==> src/rtl/hazard_pkg.sv <==
// Shared encodings, opcode constants and operand-usage decode for the hazard controller.
package hazard_pkg;

   typedef enum logic [1:0] {
      NO_FORWARD  = 2'b00,
      MEM_FORWARD = 2'b01,
      WB_FORWARD  = 2'b10
   } fwd_e;

   localparam logic [6:0] OP     = 7'b0110011;
   localparam logic [6:0] OP_IMM = 7'b0010011;
   localparam logic [6:0] LOAD   = 7'b0000011;
   localparam logic [6:0] STORE  = 7'b0100011;
   localparam logic [6:0] BRANCH = 7'b1100011;
   localparam logic [6:0] JAL    = 7'b1101111;
   localparam logic [6:0] JALR   = 7'b1100111;
   localparam logic [6:0] LUI    = 7'b0110111;
   localparam logic [6:0] AUIPC  = 7'b0010111;
   localparam logic [6:0] SYSTEM = 7'b1110011;

   typedef enum logic {
      RUN      = 1'b0,
      MEM_WAIT = 1'b1
   } state_e;

   function automatic logic uses_rs1(input logic [6:0] opcode);
      return !((opcode == LUI) || (opcode == AUIPC) || (opcode == JAL));
   endfunction

   function automatic logic uses_rs2(input logic [6:0] opcode);
      return (opcode == OP) || (opcode == STORE) || (opcode == BRANCH);
   endfunction

endpackage

==> src/rtl/fwd_sel.sv <==
// Per-operand forwarding source select; MEM result wins over WB result.
module fwd_sel import hazard_pkg::*; (
   input  logic [4:0] i_rs,
   input  logic       i_use,
   input  logic       i_mem_wr,
   input  logic [4:0] i_rd_mem,
   input  logic       i_wb_wr,
   input  logic [4:0] i_rd_wb,
   output fwd_e       o_sel
);

   always_comb begin
      o_sel = NO_FORWARD;
      if (i_use && i_mem_wr && (i_rd_mem != 5'd0) && (i_rd_mem == i_rs)) begin
         o_sel = MEM_FORWARD;
      end else if (i_use && i_wb_wr && (i_rd_wb != 5'd0) && (i_rd_wb == i_rs)) begin
         o_sel = WB_FORWARD;
      end
   end

endmodule

==> src/rtl/hazard_fwd_ctrl.sv <==
// Pipeline hazard controller: EX forwarding, WB->ID bypass, load-use and SRAM-wait stalls,
// memory timeout flag and saturating stall-cycle counter.
module hazard_fwd_ctrl import hazard_pkg::*; #(
   parameter int unsigned XLEN        = 32,
   parameter bit          RF_BYPASS   = 1'b1,
   parameter int unsigned MEM_TIMEOUT = 64,
   parameter int unsigned CNT_W       = 32
) (
   input  logic             i_clk,
   input  logic             i_rst,
   input  logic [XLEN-1:0]  i_instr_id,
   input  logic [XLEN-1:0]  i_instr_ex,
   input  logic [XLEN-1:0]  i_instr_mem,
   input  logic [XLEN-1:0]  i_instr_wb,
   input  logic             i_rd_wren_ex,
   input  logic             i_rd_wren_mem,
   input  logic             i_rd_wren_wb,
   input  logic             i_is_load_ex,
   input  logic             i_is_load_mem,
   input  logic             i_mem_rdata_valid,
   input  logic             i_flush,
   output logic [1:0]       o_forward_asel,
   output logic [1:0]       o_forward_bsel,
   output logic             o_rf_fwd_a,
   output logic             o_rf_fwd_b,
   output logic             o_stall_pc,
   output logic             o_stall_ifid,
   output logic             o_stall_idex,
   output logic             o_stall_exmem,
   output logic             o_bubble_ifid,
   output logic             o_bubble_idex,
   output logic             o_bubble_memwb,
   output logic             o_mem_err,
   output logic [CNT_W-1:0] o_stall_cycles
);

   localparam int unsigned WaitW = $clog2(MEM_TIMEOUT + 1);

   logic [4:0] w_rs1_id, w_rs2_id, w_rd_ex, w_rs1_ex, w_rs2_ex, w_rd_mem, w_rd_wb;
   logic [6:0] w_opc_id;
   logic       w_use_rs1, w_use_rs2;
   logic       w_mem_fwd_ok, w_mem_wait, w_load_use;
   logic       w_byp_a, w_byp_b;
   fwd_e       w_fwd_a, w_fwd_b;
   logic       w_unused;

   assign w_opc_id  = i_instr_id[6:0];
   assign w_rs1_id  = i_instr_id[19:15];
   assign w_rs2_id  = i_instr_id[24:20];
   assign w_rd_ex   = i_instr_ex[11:7];
   assign w_rs1_ex  = i_instr_ex[19:15];
   assign w_rs2_ex  = i_instr_ex[24:20];
   assign w_rd_mem  = i_instr_mem[11:7];
   assign w_rd_wb   = i_instr_wb[11:7];
   assign w_use_rs1 = uses_rs1(w_opc_id);
   assign w_use_rs2 = uses_rs2(w_opc_id);

   assign w_unused = ^{i_instr_id[XLEN-1:25], i_instr_id[14:7], i_instr_ex[XLEN-1:25],
                       i_instr_ex[14:12], i_instr_ex[6:0], i_instr_mem[XLEN-1:12],
                       i_instr_mem[6:0], i_instr_wb[XLEN-1:12], i_instr_wb[6:0]};

   // A load in MEM has no result yet, so it can never be a MEM forwarding source.
   assign w_mem_fwd_ok = i_rd_wren_mem & ~i_is_load_mem;
   assign w_mem_wait   = i_is_load_mem & i_rd_wren_mem & ~i_mem_rdata_valid;
   assign w_load_use   = ~w_mem_wait & ~i_flush & i_is_load_ex & i_rd_wren_ex &
                         (w_rd_ex != 5'd0) &
                         ((w_use_rs1 & (w_rs1_id == w_rd_ex)) |
                          (w_use_rs2 & (w_rs2_id == w_rd_ex)));

   fwd_sel u_fwd_a (
      .i_rs     (w_rs1_ex),
      .i_use    (1'b1),
      .i_mem_wr (w_mem_fwd_ok),
      .i_rd_mem (w_rd_mem),
      .i_wb_wr  (i_rd_wren_wb),
      .i_rd_wb  (w_rd_wb),
      .o_sel    (w_fwd_a)
   );

   fwd_sel u_fwd_b (
      .i_rs     (w_rs2_ex),
      .i_use    (1'b1),
      .i_mem_wr (w_mem_fwd_ok),
      .i_rd_mem (w_rd_mem),
      .i_wb_wr  (i_rd_wren_wb),
      .i_rd_wb  (w_rd_wb),
      .o_sel    (w_fwd_b)
   );

   if (RF_BYPASS) begin : g_rf_bypass
      fwd_e w_id_a, w_id_b;

      fwd_sel u_byp_a (
         .i_rs     (w_rs1_id),
         .i_use    (w_use_rs1),
         .i_mem_wr (1'b0),
         .i_rd_mem (5'd0),
         .i_wb_wr  (i_rd_wren_wb),
         .i_rd_wb  (w_rd_wb),
         .o_sel    (w_id_a)
      );

      fwd_sel u_byp_b (
         .i_rs     (w_rs2_id),
         .i_use    (w_use_rs2),
         .i_mem_wr (1'b0),
         .i_rd_mem (5'd0),
         .i_wb_wr  (i_rd_wren_wb),
         .i_rd_wb  (w_rd_wb),
         .o_sel    (w_id_b)
      );

      assign w_byp_a = (w_id_a == WB_FORWARD);
      assign w_byp_b = (w_id_b == WB_FORWARD);
   end else begin : g_no_rf_bypass
      assign w_byp_a = 1'b0;
      assign w_byp_b = 1'b0;
   end

   state_e           r_state, w_state_d;
   logic [WaitW-1:0] r_wait_cnt, w_wait_cnt_d;
   logic             r_mem_err, w_mem_err_d;
   logic [CNT_W-1:0] r_stall_cycles, w_stall_cycles_d;

   always_ff @(posedge i_clk) begin
      if (i_rst) begin
         r_state        <= RUN;
         r_wait_cnt     <= '0;
         r_mem_err      <= 1'b0;
         r_stall_cycles <= '0;
      end else begin
         r_state        <= w_state_d;
         r_wait_cnt     <= w_wait_cnt_d;
         r_mem_err      <= w_mem_err_d;
         r_stall_cycles <= w_stall_cycles_d;
      end
   end

   always_comb begin
      w_state_d    = r_state;
      w_wait_cnt_d = r_wait_cnt;
      case (r_state)
         RUN: begin
            if (w_mem_wait) begin
               w_state_d    = MEM_WAIT;
               w_wait_cnt_d = WaitW'(1);
            end
         end
         MEM_WAIT: begin
            if (w_mem_wait) begin
               // Hold at the timeout value so the counter never wraps.
               if (r_wait_cnt != WaitW'(MEM_TIMEOUT)) begin
                  w_wait_cnt_d = r_wait_cnt + WaitW'(1);
               end
            end else begin
               w_state_d    = RUN;
               w_wait_cnt_d = '0;
            end
         end
         default: begin
            w_state_d    = RUN;
            w_wait_cnt_d = '0;
         end
      endcase
      w_mem_err_d      = r_mem_err | (w_wait_cnt_d == WaitW'(MEM_TIMEOUT));
      w_stall_cycles_d = r_stall_cycles;
      if (o_stall_pc && (r_stall_cycles != '1)) begin
         w_stall_cycles_d = r_stall_cycles + CNT_W'(1);
      end
   end

   always_comb begin
      o_forward_asel = NO_FORWARD;
      o_forward_bsel = NO_FORWARD;
      o_rf_fwd_a     = 1'b0;
      o_rf_fwd_b     = 1'b0;
      o_stall_pc     = 1'b0;
      o_stall_ifid   = 1'b0;
      o_stall_idex   = 1'b0;
      o_stall_exmem  = 1'b0;
      o_bubble_ifid  = 1'b0;
      o_bubble_idex  = 1'b0;
      o_bubble_memwb = 1'b0;
      if (!i_rst) begin
         o_forward_asel = w_fwd_a;
         o_forward_bsel = w_fwd_b;
         o_rf_fwd_a     = w_byp_a;
         o_rf_fwd_b     = w_byp_b;
         o_stall_pc     = w_mem_wait | w_load_use;
         o_stall_ifid   = w_mem_wait | w_load_use;
         o_stall_idex   = w_mem_wait;
         o_stall_exmem  = w_mem_wait;
         o_bubble_ifid  = i_flush;
         o_bubble_idex  = i_flush | w_load_use;
         o_bubble_memwb = w_mem_wait;
      end
   end

   assign o_mem_err      = r_mem_err;
   assign o_stall_cycles = r_stall_cycles;

endmodule

==> config.mk <==
export PLATFORM = sky130hd
export DESIGN_NAME = hazard_fwd_ctrl
export DESIGN_NICKNAME = d
export VERILOG_FILES = /design/src/rtl/hazard_pkg.sv /design/src/rtl/fwd_sel.sv /design/src/rtl/hazard_fwd_ctrl.sv
export SDC_FILE = /design/constraint.sdc
export NUM_CORES = 1
export LEC_CHECK = 0
export ABC_AREA = 1
export ABC_CLOCK_PERIOD_IN_PS = 5300
export BUFFER_PORTS_ARGS = -buffer_cell sky130_fd_sc_hd__buf_4
export CELL_PAD_IN_SITES_DETAIL_PLACEMENT = 1
export CELL_PAD_IN_SITES_GLOBAL_PLACEMENT = 1
export CORE_MARGIN = 1
export CORE_UTILIZATION = 31
export CTS_CLUSTER_DIAMETER = 100
export DETAILED_ROUTE_END_ITERATION = 8
export PLACE_DENSITY_LB_ADDON = 0.1
export SYNTH_ARGS = -nofsm -noshare
export SYNTH_HDL_FRONTEND = slang
export SYNTH_SLANG_ARGS = --single-unit
==> constraint.sdc <==
create_clock -name i_clk -period 5.3 [get_ports i_clk]
set_clock_uncertainty 0.2 [all_clocks]
set_input_delay 0.265 -clock i_clk [delete_from_list [all_inputs] [get_ports i_clk]]
set_output_delay 0.265 -clock i_clk [all_outputs]
set_load 0.01 [all_outputs]
==> reports/metrics.json, run 1 <==
{
  "final_net_count": {"value": 764},
  "wirelength": {"value": 11050, "unit": "um"},
  "synth.cells.most_frequent": {"value": "nand2_1 (155), nor2_1 (72), nand3_1 (52)"},
  "worstPathRequired": {"value": 5.32, "unit": "ns"},
  "dominant_register_cell_in_the_synthesized_netlist": {"value": "dfxtp_1"},
  "number_of_input_and_output_port_buffers_inserted": {"value": 96},
  "drt.antenna.violating_nets": {"value": 0},
  "most_frequent_cell_after_synthesis": {"value": "nand2_1"},
  "total_leakage_power": {"value": 1.793, "unit": "nW"},
  "globalplace.congestion": {"value": 0.8442},
  "syn-num-nets": {"value": 679},
  "tritoncts_clock_tree": {"value": "done"},
  "half_perimeter_wire_length_of_the_detailed_placement_result": {"value": 8816, "unit": "um"},
  "final_hold_viol_count": {"value": 0},
  "detailedRoute.firstIterationViolations": {"value": 103},
  "depth_of_the_cts_h_tree": {"value": 2},
  "met3_wirelength": {"value": 503, "unit": "um"},
  "num_rows": {"value": 37},
  "floorplan.initialDensity": {"value": 32.02, "unit": "%"},
  "wirelength_met1": {"value": 5152, "unit": "um"},
  "ffs_w_async_s_r_synth": {"value": 0, "unit": "%"},
  "antennaDiodeCount": {"value": 0},
  "synth_edf_count": {"value": 0},
  "highest-signal-layer": {"value": "met4"},
  "chipHeight": {"value": 105.3, "unit": "um"},
  "max_slew_violations": {"value": 0},
  "numCtsBuffers": {"value": 5},
  "synth_top_area_share": {"value": 24.83, "unit": "%"},
  "global_route_usage_over_all_layers": {"value": 20.25, "unit": "%"},
  "totalNegativeSetupSlack": {"value": 0, "unit": "ns"},
  "final.fill_count": {"value": 1397},
  "netlist_top_cells_area": {"value": "dfxtp_1 (25%), nand2_1 (18%), xor2_1 (8.5%)"},
  "cts-root-to-sink-buffers": {"value": 2},
  "detailedRoute.firstPassIterationCount": {"value": 4},
  "synth_seq_cells": {"value": 41},
  "finalPower": {"value": 0.6854, "unit": "mW"},
  "ioPinCount": {"value": 183},
  "grt_start_max_net_pins": {"value": 46},
  "first_pass_grt_wire_length": {"value": 18140, "unit": "um"},
  "critical_path_peak_fanout": {"value": 34},
  "area.growth.synth_to_final": {"value": 27.37, "unit": "%"},
  "clock_latency": {"value": 0.30, "unit": "ns"},
  "grt_antenna_before_repair": {"value": 0},
  "synthesis.instances": {"value": 539},
  "min_period": {"value": 3.058, "unit": "ns"},
  "syn_avg_cell_area": {"value": 6.133, "unit": "um^2"},
  "finalCritPeriodShare": {"value": 57.69, "unit": "%"},
  "cts.hold.buffers_added": {"value": 0},
  "gr-total-overflow": {"value": 0},
  "powerDensity": {"value": 162.8, "unit": "mW/mm^2"},
  "clock_tree.root_cell": {"value": "clkbuf_8"},
  "num_vias": {"value": 3709},
  "run_status": {"value": "finished clean"},
  "grt_pass1_vias": {"value": 3784},
  "hold_path.class": {"value": "input port to flip-flop"},
  "relSlewSlack": {"value": 52.95, "unit": "%"},
  "yosysTopAreaCell": {"value": "dfxtp_1"},
  "chipWidth": {"value": 105.3, "unit": "um"},
  "clk_transition_reported_paths": {"value": 0.08, "unit": "ns"},
  "critPathCaptureType": {"value": "flip-flop"},
  "synth.cell_area": {"value": 0.003306, "unit": "mm^2"},
  "critical_path_class": {"value": "flip-flop to flip-flop"},
  "cts_resized": {"value": 0},
  "postCtsSetupRepairBufs": {"value": 0},
  "via_per_inst": {"value": 4.874},
  "critPathArrivalTime": {"value": 3.08, "unit": "ns"},
  "yosys_warnings": {"value": 0},
  "sequential_share_of_the_synthesized_area": {"value": 24.83, "unit": "%"},
  "drive_gt1_share": {"value": 18.40, "unit": "%"},
  "worst-slew-pin-transition": {"value": 0.7004, "unit": "ns"},
  "die-area": {"value": 0.01108, "unit": "mm^2"},
  "vdd_ir_drop_max": {"value": 93.22, "unit": "uV"},
  "ys_types": {"value": 35},
  "worstSetupStartpointType": {"value": "flip-flop"},
  "wl_met2": {"value": 5297, "unit": "um"},
  "detail_route.drc_violations": {"value": 0},
  "grt_setup_unrepaired": {"value": "no"},
  "clock_sink_count": {"value": 41},
  "floorplan.core_area": {"value": 0.01032, "unit": "mm^2"},
  "fmaxAchievable": {"value": 327.1, "unit": "MHz"},
  "timing.final.setup_violations": {"value": 0},
  "drv_cap": {"value": 0},
  "wl_per_cell": {"value": 14.52, "unit": "um"}
}
==> cell families after synthesis <==
| kind of cell | share of synthesized area (%) |
|---|---|
| AOI/OAI and AO/OA | 9.425 |
| DFF | 24.83 |
| buffers and inverters | 9.008 |
| adders and majority gates | 1.136 |
| and+or+nand+nor | 42.35 |
| xor gates and xnor gates | 13.25 |
==> registers in the layout, indices dropped and copies added (netlist names) <==
name	count
o_stall_cycles	32
r_wait_cnt	7
r_state	1
o_mem_err	1
==> cell usage in the layout (no fill, tap or decap), types with 15 or more instances in the layout <==
cell type    n
a21oi_1     38
buf_4       97
nor2_1      72
nand3_1     52
xnor2_1     18
xor2_1      32
dfxtp_1     41
inv_1       48
nor3_1      15
nand2_1    155
==> area by class of cell <==
| class | instances | area (um^2) | area share (%) |
|---|---|---|---|
| inverters | 50 | 187.7 | 4.458 |
| clock inverters | 1 | 30.03 | 0.7132 |
| repair buffers | 97 | 728.2 | 17.30 |
| clock buffers | 7 | 86.33 | 2.051 |
| flip-flops and latches | 41 | 820.8 | 19.49 |
| multi-input cells | 429 | 2187 | 51.95 |
| well taps | 136 | 170.2 | 4.042 |
==> worst paths after layout <==
path	startpoint	end	slack (ns)	depth (start not counted)
worst max-delay path	o_stall_cycles[0]	o_stall_cycles[28]	2.24	9
worst min-delay path	i_mem_rdata_valid	r_wait_cnt[0]	0.13	4
worst min register to register	o_mem_err	o_mem_err	0.27	2
worst max register to register	o_stall_cycles[0]	o_stall_cycles[28]	2.24	9
==> layer usage <==
layer	vias to the layer above	global-route usage [%]
met5	-	0
met4	0	4.326
met3	8	3.958
met2	77	36.04
met1	1720	25.10
li1	1904	-
==> worst max-delay path: stages (launching register included) <==
cell     delay [ns]
dfxtp_1        0.51
ha_1           0.32
nand3_2        0.19
nor3_4         0.24
nand3_1        0.12
nor2_2         0.14
nand4_4        0.45
nand2_4        0.54
nand2_1        0.10
a21oi_1        0.15
==> power breakdown <==
group          total [mW]  switching [mW]  internal [mW]
clock               0.272           0.118          0.154
combinational       0.103          0.0543         0.0489
sequential          0.310         0.00139          0.309
total               0.685           0.174          0.512
==> per-stage QoR <==
| stage | utilization [%] | cells | cell area [um^2] | worst slack [ns] | hold slack [ns] |
|---|---|---|---|---|---|
| after floorplan | - | 539 | 3306 | 3.206 | 0.2761 |
| after global placement | 39.66 | 753 | 4094 | 2.248 | 0.2467 |
| after detailed placement | 39.66 | 753 | 4094 | 2.218 | 0.2579 |
| after CTS | 40.78 | 761 | 4210 | 2.201 | 0.1260 |
| after global routing | 40.78 | 761 | 4210 | 1.975 | 0.1578 |
| final | 40.78 | 761 | 4210 | 2.242 | 0.1317 |
Note: power is estimated with default switching activity, not from simulation.
==> run 2: changes to the inputs <==
--- a/config.mk
+++ b/config.mk
@@ -6,12 +6,12 @@
 export NUM_CORES = 1
 export LEC_CHECK = 0
 export ABC_AREA = 1
-export ABC_CLOCK_PERIOD_IN_PS = 5300
+export ABC_CLOCK_PERIOD_IN_PS = 3100
 export BUFFER_PORTS_ARGS = -buffer_cell sky130_fd_sc_hd__buf_4
 export CELL_PAD_IN_SITES_DETAIL_PLACEMENT = 1
 export CELL_PAD_IN_SITES_GLOBAL_PLACEMENT = 1
 export CORE_MARGIN = 1
-export CORE_UTILIZATION = 31
+export CORE_UTILIZATION = 29
 export CTS_CLUSTER_DIAMETER = 100
 export DETAILED_ROUTE_END_ITERATION = 8
 export PLACE_DENSITY_LB_ADDON = 0.1
==> constraint.sdc (replaced) <==
create_clock -name i_clk -period 3.1 [get_ports i_clk]
set_clock_uncertainty 0.2 [all_clocks]
set_input_delay 0.155 -clock i_clk [delete_from_list [all_inputs] [get_ports i_clk]]
set_output_delay 0.155 -clock i_clk [all_outputs]
set_load 0.01 [all_outputs]
==> run 2 against run 1 <==
Against the previous run: critical path depth did not move; via count rose by 1.6%; routed wire length is 2.0% higher; die area up 6.8%; highest routed layer unchanged.
==> reports/metrics.json, run 2 (same netlist as run 1, synthesis figures left out) <==
{
  "grt_antenna_before_repair": {"value": 0, "change": "unchanged"},
  "ioPinCount": {"value": 183, "change": "unchanged"},
  "relSlewSlack": {"value": 58.56, "unit": "%", "change": "was 52.95%"},
  "tritoncts_clock_tree": {"value": "done", "change": "unchanged"},
  "detail_route.drc_violations": {"value": 0, "change": "unchanged"},
  "globalplace.congestion": {"value": 0.8366, "change": "was 0.8442"},
  "finalPower": {"value": 1.330, "unit": "mW", "change": "was 0.6854 mW"},
  "mostFrequentLayoutCell": {"value": "nand2_1", "change": "unchanged"},
  "total_leakage_power": {"value": 1.832, "unit": "nW", "change": "was 1.793 nW"},
  "fmaxAchievable": {"value": 417.6, "unit": "MHz", "change": "was 327.1 MHz"},
  "num_vias": {"value": 3770, "change": "was 3709"},
  "depth_of_the_cts_h_tree": {"value": 2, "change": "unchanged"},
  "vdd_ir_drop_max": {"value": 178.5, "unit": "uV", "change": "was 93.22 uV"},
  "timing.final.setup_violations": {"value": 0, "change": "unchanged"},
  "run_status": {"value": "finished clean", "change": "unchanged"},
  "via_per_inst": {"value": 4.909, "change": "was 4.874"},
  "numCtsBuffers": {"value": 5, "change": "unchanged"},
  "clock_latency": {"value": 0.29, "unit": "ns", "change": "was 0.30 ns"},
  "num_rows": {"value": 38, "change": "was 37"},
  "gr-total-overflow": {"value": 0, "change": "unchanged"},
  "postCtsSetupRepairBufs": {"value": 0, "change": "unchanged"},
  "hold_path.class": {"value": "input port to flip-flop", "change": "unchanged"},
  "critPathArrivalTime": {"value": 2.40, "unit": "ns", "change": "was 3.08 ns"},
  "antennaDiodeCount": {"value": 0, "change": "unchanged"},
  "floorplan.core_area": {"value": 0.01098, "unit": "mm^2", "change": "was 0.01032 mm^2"},
  "cts.hold.buffers_added": {"value": 0, "change": "unchanged"},
  "drive_gt1_share": {"value": 18.79, "unit": "%", "change": "was 18.40%"},
  "wl_per_cell": {"value": 14.67, "unit": "um", "change": "was 14.52 um"},
  "chipWidth": {"value": 108.8, "unit": "um", "change": "was 105.3 um"},
  "final_hold_viol_count": {"value": 0, "change": "unchanged"},
  "worstPathRequired": {"value": 3.10, "unit": "ns", "change": "was 5.32 ns"},
  "final_core_utilization": {"value": 39.10, "unit": "%", "change": "was 40.78%"},
  "detailedRoute.firstIterationViolations": {"value": 174, "change": "was 103"},
  "worst-slew-pin-transition": {"value": 0.6159, "unit": "ns", "change": "was 0.7004 ns"},
  "chipHeight": {"value": 108.8, "unit": "um", "change": "was 105.3 um"},
  "final_cell_mix": {"value": "nand2_1 (155), buf_4 (100), nor2_1 (72)", "change": "was nand2_1 (155), buf_4 (97), nor2_1 (72)"},
  "max_slew_violations": {"value": 0, "change": "unchanged"},
  "worstSetupStartpointType": {"value": "flip-flop", "change": "unchanged"},
  "clk_transition_reported_paths": {"value": 0.07, "unit": "ns", "change": "was 0.08 ns"},
  "critical_path_class": {"value": "flip-flop to flip-flop", "change": "unchanged"},
  "grt_setup_unrepaired": {"value": "no", "change": "unchanged"},
  "first_pass_grt_wire_length": {"value": 18720, "unit": "um", "change": "was 18140 um"},
  "detailedRoute.firstPassIterationCount": {"value": 4, "change": "unchanged"},
  "cts_resized": {"value": 0, "change": "unchanged"},
  "drt.antenna.violating_nets": {"value": 0, "change": "unchanged"},
  "final_net_count": {"value": 767, "change": "was 764"},
  "die-area": {"value": 0.01183, "unit": "mm^2", "change": "was 0.01108 mm^2"},
  "area.growth.synth_to_final": {"value": 29.90, "unit": "%", "change": "was 27.37%"},
  "grt_pass1_vias": {"value": 3857, "change": "was 3784"},
  "clock_tree.root_cell": {"value": "clkbuf_16", "change": "was clkbuf_8"},
  "half_perimeter_wire_length_of_the_detailed_placement_result": {"value": 9196, "unit": "um", "change": "was 8816 um"},
  "powerDensity": {"value": 309.8, "unit": "mW/mm^2", "change": "was 162.8 mW/mm^2"},
  "finalCritPeriodShare": {"value": 77.25, "unit": "%", "change": "was 57.69%"},
  "max_ffs_per_register": {"value": 32, "change": "unchanged"},
  "critical_path_peak_fanout": {"value": 31, "change": "was 34"},
  "min_period": {"value": 2.395, "unit": "ns", "change": "was 3.058 ns"},
  "totalNegativeSetupSlack": {"value": 0, "unit": "ns", "change": "unchanged"},
  "clock_sink_count": {"value": 41, "change": "unchanged"},
  "floorplan.initialDensity": {"value": 30.10, "unit": "%", "change": "was 32.02%"},
  "drv_cap": {"value": 0, "change": "unchanged"},
  "grt_start_max_net_pins": {"value": 46, "change": "unchanged"},
  "critPathCaptureType": {"value": "flip-flop", "change": "unchanged"},
  "global_route_usage_over_all_layers": {"value": 20.03, "unit": "%", "change": "was 20.25%"},
  "cts-root-to-sink-buffers": {"value": 2, "change": "unchanged"},
  "wirelength": {"value": 11270, "unit": "um", "change": "was 11050 um"},
  "number_of_input_and_output_port_buffers_inserted": {"value": 96, "change": "unchanged"}
}
==> run 2: layout make-up <==
cell class | instances | area [um^2]
Timing Repair Buffer | 100 | 750.7
Multi-Input combinational cell | 429 | 2187
Clock inverter | 1 | 30.03
Sequential cell | 41 | 820.8
Fill cell | 1455 | 6689
Tap cell | 140 | 175.2
Clock buffer | 7 | 142.6
Inverter | 50 | 187.7
==> run 2: power breakdown <==
part	internal (mW)	switching (mW)
registers	0.528	0.00145
clock network	0.403	0.219
logic	0.0841	0.0948
total	1.02	0.315
==> run 2: layer usage <==
layer	vias to the layer above	routed length, um	GRT usage (%)
met3	9	521	4.244
met4	0	88	3.475
li1	1910	-	-
met2	73	5305	34.90
met1	1778	5353	25.52
met5	-	0	0
==> run 2: per-stage QoR <==
step | instances | instance area [um^2] | hold slack (ns) | worst slack [ns]
3_3_place_gp | 760 | 4121 | 0.2450 | 0.7807
3_5_place_dp | 760 | 4121 | 0.2574 | 0.7080
5_1_grt | 768 | 4294 | 0.07422 | 0.4959
4_1_cts | 768 | 4294 | 0.04358 | 0.6752
6_report | 768 | 4294 | 0.04401 | 0.7052
2_1_floorplan | 539 | 3306 | 0.1874 | 1.006
==> run 2: worst max-delay path, stage by stage, from the launching register on <==
cell	delay [ns]
dfxtp_1	0.41
ha_1	0.28
nand3_2	0.18
nor3_4	0.24
nand3_1	0.12
nor2_2	0.14
nand4_4	0.13
nand2_4	0.35
nand2_1	0.09
a21oi_1	0.16
==> run 2: worst paths after layout <==
check	startpoint	to	slack [ns]	cells past startpoint
worst min register to register	o_mem_err	o_mem_err	0.27	2
worst max register to register	o_stall_cycles[1]	o_stall_cycles[10]	0.71	9
worst min-delay path	i_mem_rdata_valid	r_state	0.04	4
worst max-delay path	o_stall_cycles[1]	o_stall_cycles[10]	0.71	9
==> run 3: changes to the inputs <==
--- a/config.mk
+++ b/config.mk
@@ -6,7 +6,7 @@
 export NUM_CORES = 1
 export LEC_CHECK = 0
 export ABC_AREA = 1
-export ABC_CLOCK_PERIOD_IN_PS = 3100
+export ABC_CLOCK_PERIOD_IN_PS = 2310
 export BUFFER_PORTS_ARGS = -buffer_cell sky130_fd_sc_hd__buf_4
 export CELL_PAD_IN_SITES_DETAIL_PLACEMENT = 1
 export CELL_PAD_IN_SITES_GLOBAL_PLACEMENT = 1
==> constraint.sdc (replaced) <==
create_clock -name i_clk -period 2.31 [get_ports i_clk]
set_clock_uncertainty 0.2 [all_clocks]
set_input_delay 0.1155 -clock i_clk [delete_from_list [all_inputs] [get_ports i_clk]]
set_output_delay 0.1155 -clock i_clk [all_outputs]
set_load 0.01 [all_outputs]
==> run 3 against run 2 <==
Against the previous run: utilization rose by 1.2 points; cell count rose by 2.1%; register-to-register slack got worse by 0.54 ns; power rose by 26%; die area did not move; flip-flop and latch count did not move; non-clock buffer count rose by 16; worst hold slack improved by 0.048 ns; sequential share of layout area fell by 0.58 points; critical path type unchanged; critical endpoint is now o_stall_cycles[30].
==> reports/metrics.json, run 3 (same netlist as run 1, synthesis figures left out) <==
{
  "gr-total-overflow": {"value": 0, "change": "unchanged"},
  "mostFrequentLayoutCell": {"value": "nand2_1", "change": "unchanged"},
  "final_hold_viol_count": {"value": 0, "change": "unchanged"},
  "number_of_input_and_output_port_buffers_inserted": {"value": 96, "change": "unchanged"},
  "worstSetupStartpointType": {"value": "flip-flop", "change": "unchanged"},
  "vdd_ir_drop_max": {"value": 260.9, "unit": "uV", "change": "was 178.5 uV"},
  "area_of_all_placed_cells_without_fillers": {"value": 0.004429, "unit": "mm^2", "change": "was 0.004294 mm^2"},
  "drt.antenna.violating_nets": {"value": 0, "change": "unchanged"},
  "ff2ff_path_depth": {"value": 10, "change": "was 9"},
  "relSlewSlack": {"value": 68.48, "unit": "%", "change": "was 58.56%"},
  "finalCritPeriodShare": {"value": 92.99, "unit": "%", "change": "was 77.25%"},
  "totalNegativeSetupSlack": {"value": 0, "unit": "ns", "change": "unchanged"},
  "detailedRoute.firstPassIterationCount": {"value": 4, "change": "unchanged"},
  "wl_per_cell": {"value": 15.42, "unit": "um", "change": "was 14.67 um"},
  "placed_cells_incl_taps": {"value": 773, "change": "was 760"},
  "die-area": {"value": 0.01183, "unit": "mm^2", "change": "unchanged"},
  "numCtsBuffers": {"value": 5, "change": "unchanged"},
  "ioPinCount": {"value": 183, "change": "unchanged"},
  "timing.rr.end": {"value": "o_stall_cycles[30]", "change": "was o_stall_cycles[10]"},
  "first_pass_grt_wire_length": {"value": 19820, "unit": "um", "change": "was 18720 um"},
  "half_perimeter_wire_length_of_the_detailed_placement_result": {"value": 9473, "unit": "um", "change": "was 9196 um"},
  "setup_slack_on_the_worst_flop_to_flop_path": {"value": 0.16, "unit": "ns", "change": "was 0.71 ns"},
  "critical_path.top_delay_family": {"value": "simple AND/OR/NAND/NOR gates", "change": "unchanged"},
  "preCtsSetupSlack": {"value": 0.09110, "unit": "ns", "change": "was 0.7080 ns"},
  "global_route_usage_over_all_layers": {"value": 21.32, "unit": "%", "change": "was 20.03%"},
  "grt_pass1_vias": {"value": 3960, "change": "was 3857"},
  "via_per_inst": {"value": 4.906, "change": "was 4.909"},
  "wirelength": {"value": 12090, "unit": "um", "change": "was 11270 um"},
  "critical_path_class": {"value": "flip-flop to flip-flop", "change": "unchanged"},
  "detailedRoute.firstIterationViolations": {"value": 141, "change": "was 174"},
  "chipHeight": {"value": 108.8, "unit": "um", "change": "unchanged"},
  "detail_route.drc_violations": {"value": 0, "change": "unchanged"},
  "clock_latency": {"value": 0.29, "unit": "ns", "change": "about the same"},
  "critical-path-top-cell-by-count": {"value": "nand2_1"},
  "hold_path.class": {"value": "input port to flip-flop", "change": "unchanged"},
  "globalplace.congestion": {"value": 0.8567, "change": "was 0.8366"},
  "total_leakage_power": {"value": 1.910, "unit": "nW", "change": "was 1.832 nW"},
  "clock_tree.root_cell": {"value": "clkbuf_16", "change": "unchanged"},
  "standard_cell_with_the_maximum_stage_delay_on_the_critical_path": {"value": "nor2_1", "change": "was dfxtp_1"},
  "critical_path_source": {"value": "o_stall_cycles[0]", "change": "was o_stall_cycles[1]"},
  "setup.worst_path.end": {"value": "o_stall_cycles[30]", "change": "was o_stall_cycles[10]"},
  "final_cell_mix": {"value": "nand2_1 (155), buf_4 (111), nor2_1 (72)", "change": "was nand2_1 (155), buf_4 (100), nor2_1 (72)"},
  "critical_path_peak_fanout": {"value": 4, "change": "was 31"},
  "critPathMaxStageDelay": {"value": 0.37, "unit": "ns", "change": "was 0.41 ns"},
  "worst-slew-pin-transition": {"value": 0.4717, "unit": "ns", "change": "was 0.6159 ns"},
  "drive_gt1_share": {"value": 20.50, "unit": "%", "change": "was 18.79%"},
  "max_slew_violations": {"value": 0, "change": "unchanged"},
  "worstPathCellList": {"value": "ha_1 -> nand3_2 -> inv_2 -> nand3_1 -> nor2_1 -> nand2_1 -> nand2_1 -> nand2_1 -> nand3_1 -> a21oi_1", "change": "was ha_1 -> nand3_2 -> nor3_4 -> nand3_1 -> nor2_2 -> nand4_4 -> nand2_4 -> nand2_1 -> a21oi_1"},
  "drv_cap": {"value": 0, "change": "unchanged"},
  "run_status": {"value": "finished clean", "change": "unchanged"},
  "final_cells": {"value": 784, "change": "was 768"},
  "post-route-worst-setup-slack": {"value": 0.1618, "unit": "ns", "change": "was 0.7052 ns"},
  "post_dp_cell_area": {"value": 0.004232, "unit": "mm^2", "change": "was 0.004121 mm^2"},
  "powerDensity": {"value": 379.1, "unit": "mW/mm^2", "change": "was 309.8 mW/mm^2"},
  "min_period": {"value": 2.148, "unit": "ns", "change": "was 2.395 ns"},
  "critPathCaptureType": {"value": "flip-flop", "change": "unchanged"},
  "critical_path.n_buffers_inverters": {"value": 1, "change": "was 0"},
  "grt_antenna_before_repair": {"value": 0, "change": "unchanged"},
  "chipWidth": {"value": 108.8, "unit": "um", "change": "unchanged"},
  "num_vias": {"value": 3846, "change": "was 3770"},
  "hold-worst-slack": {"value": 0.09165, "unit": "ns", "change": "was 0.04401 ns"},
  "critPathArrivalTime": {"value": 2.11, "unit": "ns", "change": "was 2.40 ns"},
  "clock_sink_count": {"value": 41, "change": "unchanged"},
  "area.growth.synth_to_final": {"value": 33.99, "unit": "%", "change": "was 29.90%"},
  "r2r_start": {"value": "o_stall_cycles[0]", "change": "was o_stall_cycles[1]"},
  "tritoncts_clock_tree": {"value": "done", "change": "unchanged"},
  "antennaDiodeCount": {"value": 0, "change": "unchanged"},
  "floorplan.initialDensity": {"value": 30.10, "unit": "%", "change": "unchanged"},
  "worstPathRequired": {"value": 2.28, "unit": "ns", "change": "was 3.10 ns"},
  "depth_of_the_cts_h_tree": {"value": 2, "change": "unchanged"},
  "timing.final.setup_violations": {"value": 0, "change": "unchanged"},
  "cts-root-to-sink-buffers": {"value": 2, "change": "unchanged"},
  "max_ffs_per_register": {"value": 32, "change": "unchanged"},
  "final_net_count": {"value": 784, "change": "was 767"},
  "clk_transition_reported_paths": {"value": 0.06, "unit": "ns", "change": "was 0.07 ns"},
  "fmaxAchievable": {"value": 465.5, "unit": "MHz", "change": "was 417.6 MHz"},
  "num_rows": {"value": 38, "change": "unchanged"},
  "worstSetupPathDepth": {"value": 10, "change": "was 9"},
  "floorplan.core_area": {"value": 0.01098, "unit": "mm^2", "change": "unchanged"},
  "grt_start_max_net_pins": {"value": 34, "change": "was 46"}
}
## run 3: worst min-delay path by stage
stage / from / slack, ns / end / depth (start not counted)
6_report: i_rst / 0.09 / o_stall_cycles[25] / 3
3_3_place_gp: o_mem_err / 0.25 / o_mem_err / 2
2_1_floorplan: i_flush / 0.13 / o_bubble_ifid / 2
5_1_grt: i_rst / 0.12 / r_state / 3
4_1_cts: i_rst / 0.1 / o_stall_cycles[2] / 3
3_5_place_dp: o_mem_err / 0.26 / o_mem_err / 2
## run 3: layout make-up
type / instances / area, um^2
Clock buffer: 7 / 142.6
Inverter: 50 / 187.7
Timing Repair Buffer: 116 / 895.9
Sequential cell: 41 / 820.8
Tap cell: 140 / 175.2
Multi-Input combinational cell: 430 / 2207
Fill cell: 1447 / 6554
## run 3: stage by stage
stage,total power [mW],utilization (%)
finish,1.679,40.33
global route,1.756,40.33
CTS,1.702,40.01
detailed placement,0.9757,38.53
global placement,0.9676,38.53
floorplan,0.8452,-
## run 3: repair_timing
action / CTS / global route
hold buffers: 2 / 0
gates resized for setup: 0 / 3
setup buffers: 0 / 1
endpoints found under the hold margin: 2 / 0
endpoints found under the setup margin: 0 / 31
## run 3: power breakdown
| part | total, mW | switching, mW | internal, mW |
|---|---|---|---|
| Clock | 0.715 | 0.290 | 0.425 |
| Combinational | 0.253 | 0.133 | 0.120 |
| Sequential | 0.711 | 0.00172 | 0.709 |
## run 3: metal layers
metal  wire length, um  part of all wire (%)  GRT usage, %
met3               565                   4.7         4.363
met4               144                   1.2         5.019
met5                 0                     0             0
met1              5775                    48         27.70
met2              5606                    46         35.99
## run 3: worst register-to-register path, cell delays in order, from the launching register on
cell and delay, ns:
dfxtp_1 0.34, ha_1 0.20, nand3_2 0.18, inv_2 0.16, nand3_1 0.21, nor2_1 0.37, nand2_1 0.11, nand2_1 0.08
nand2_1 0.05, nand3_1 0.08, a21oi_1 0.06
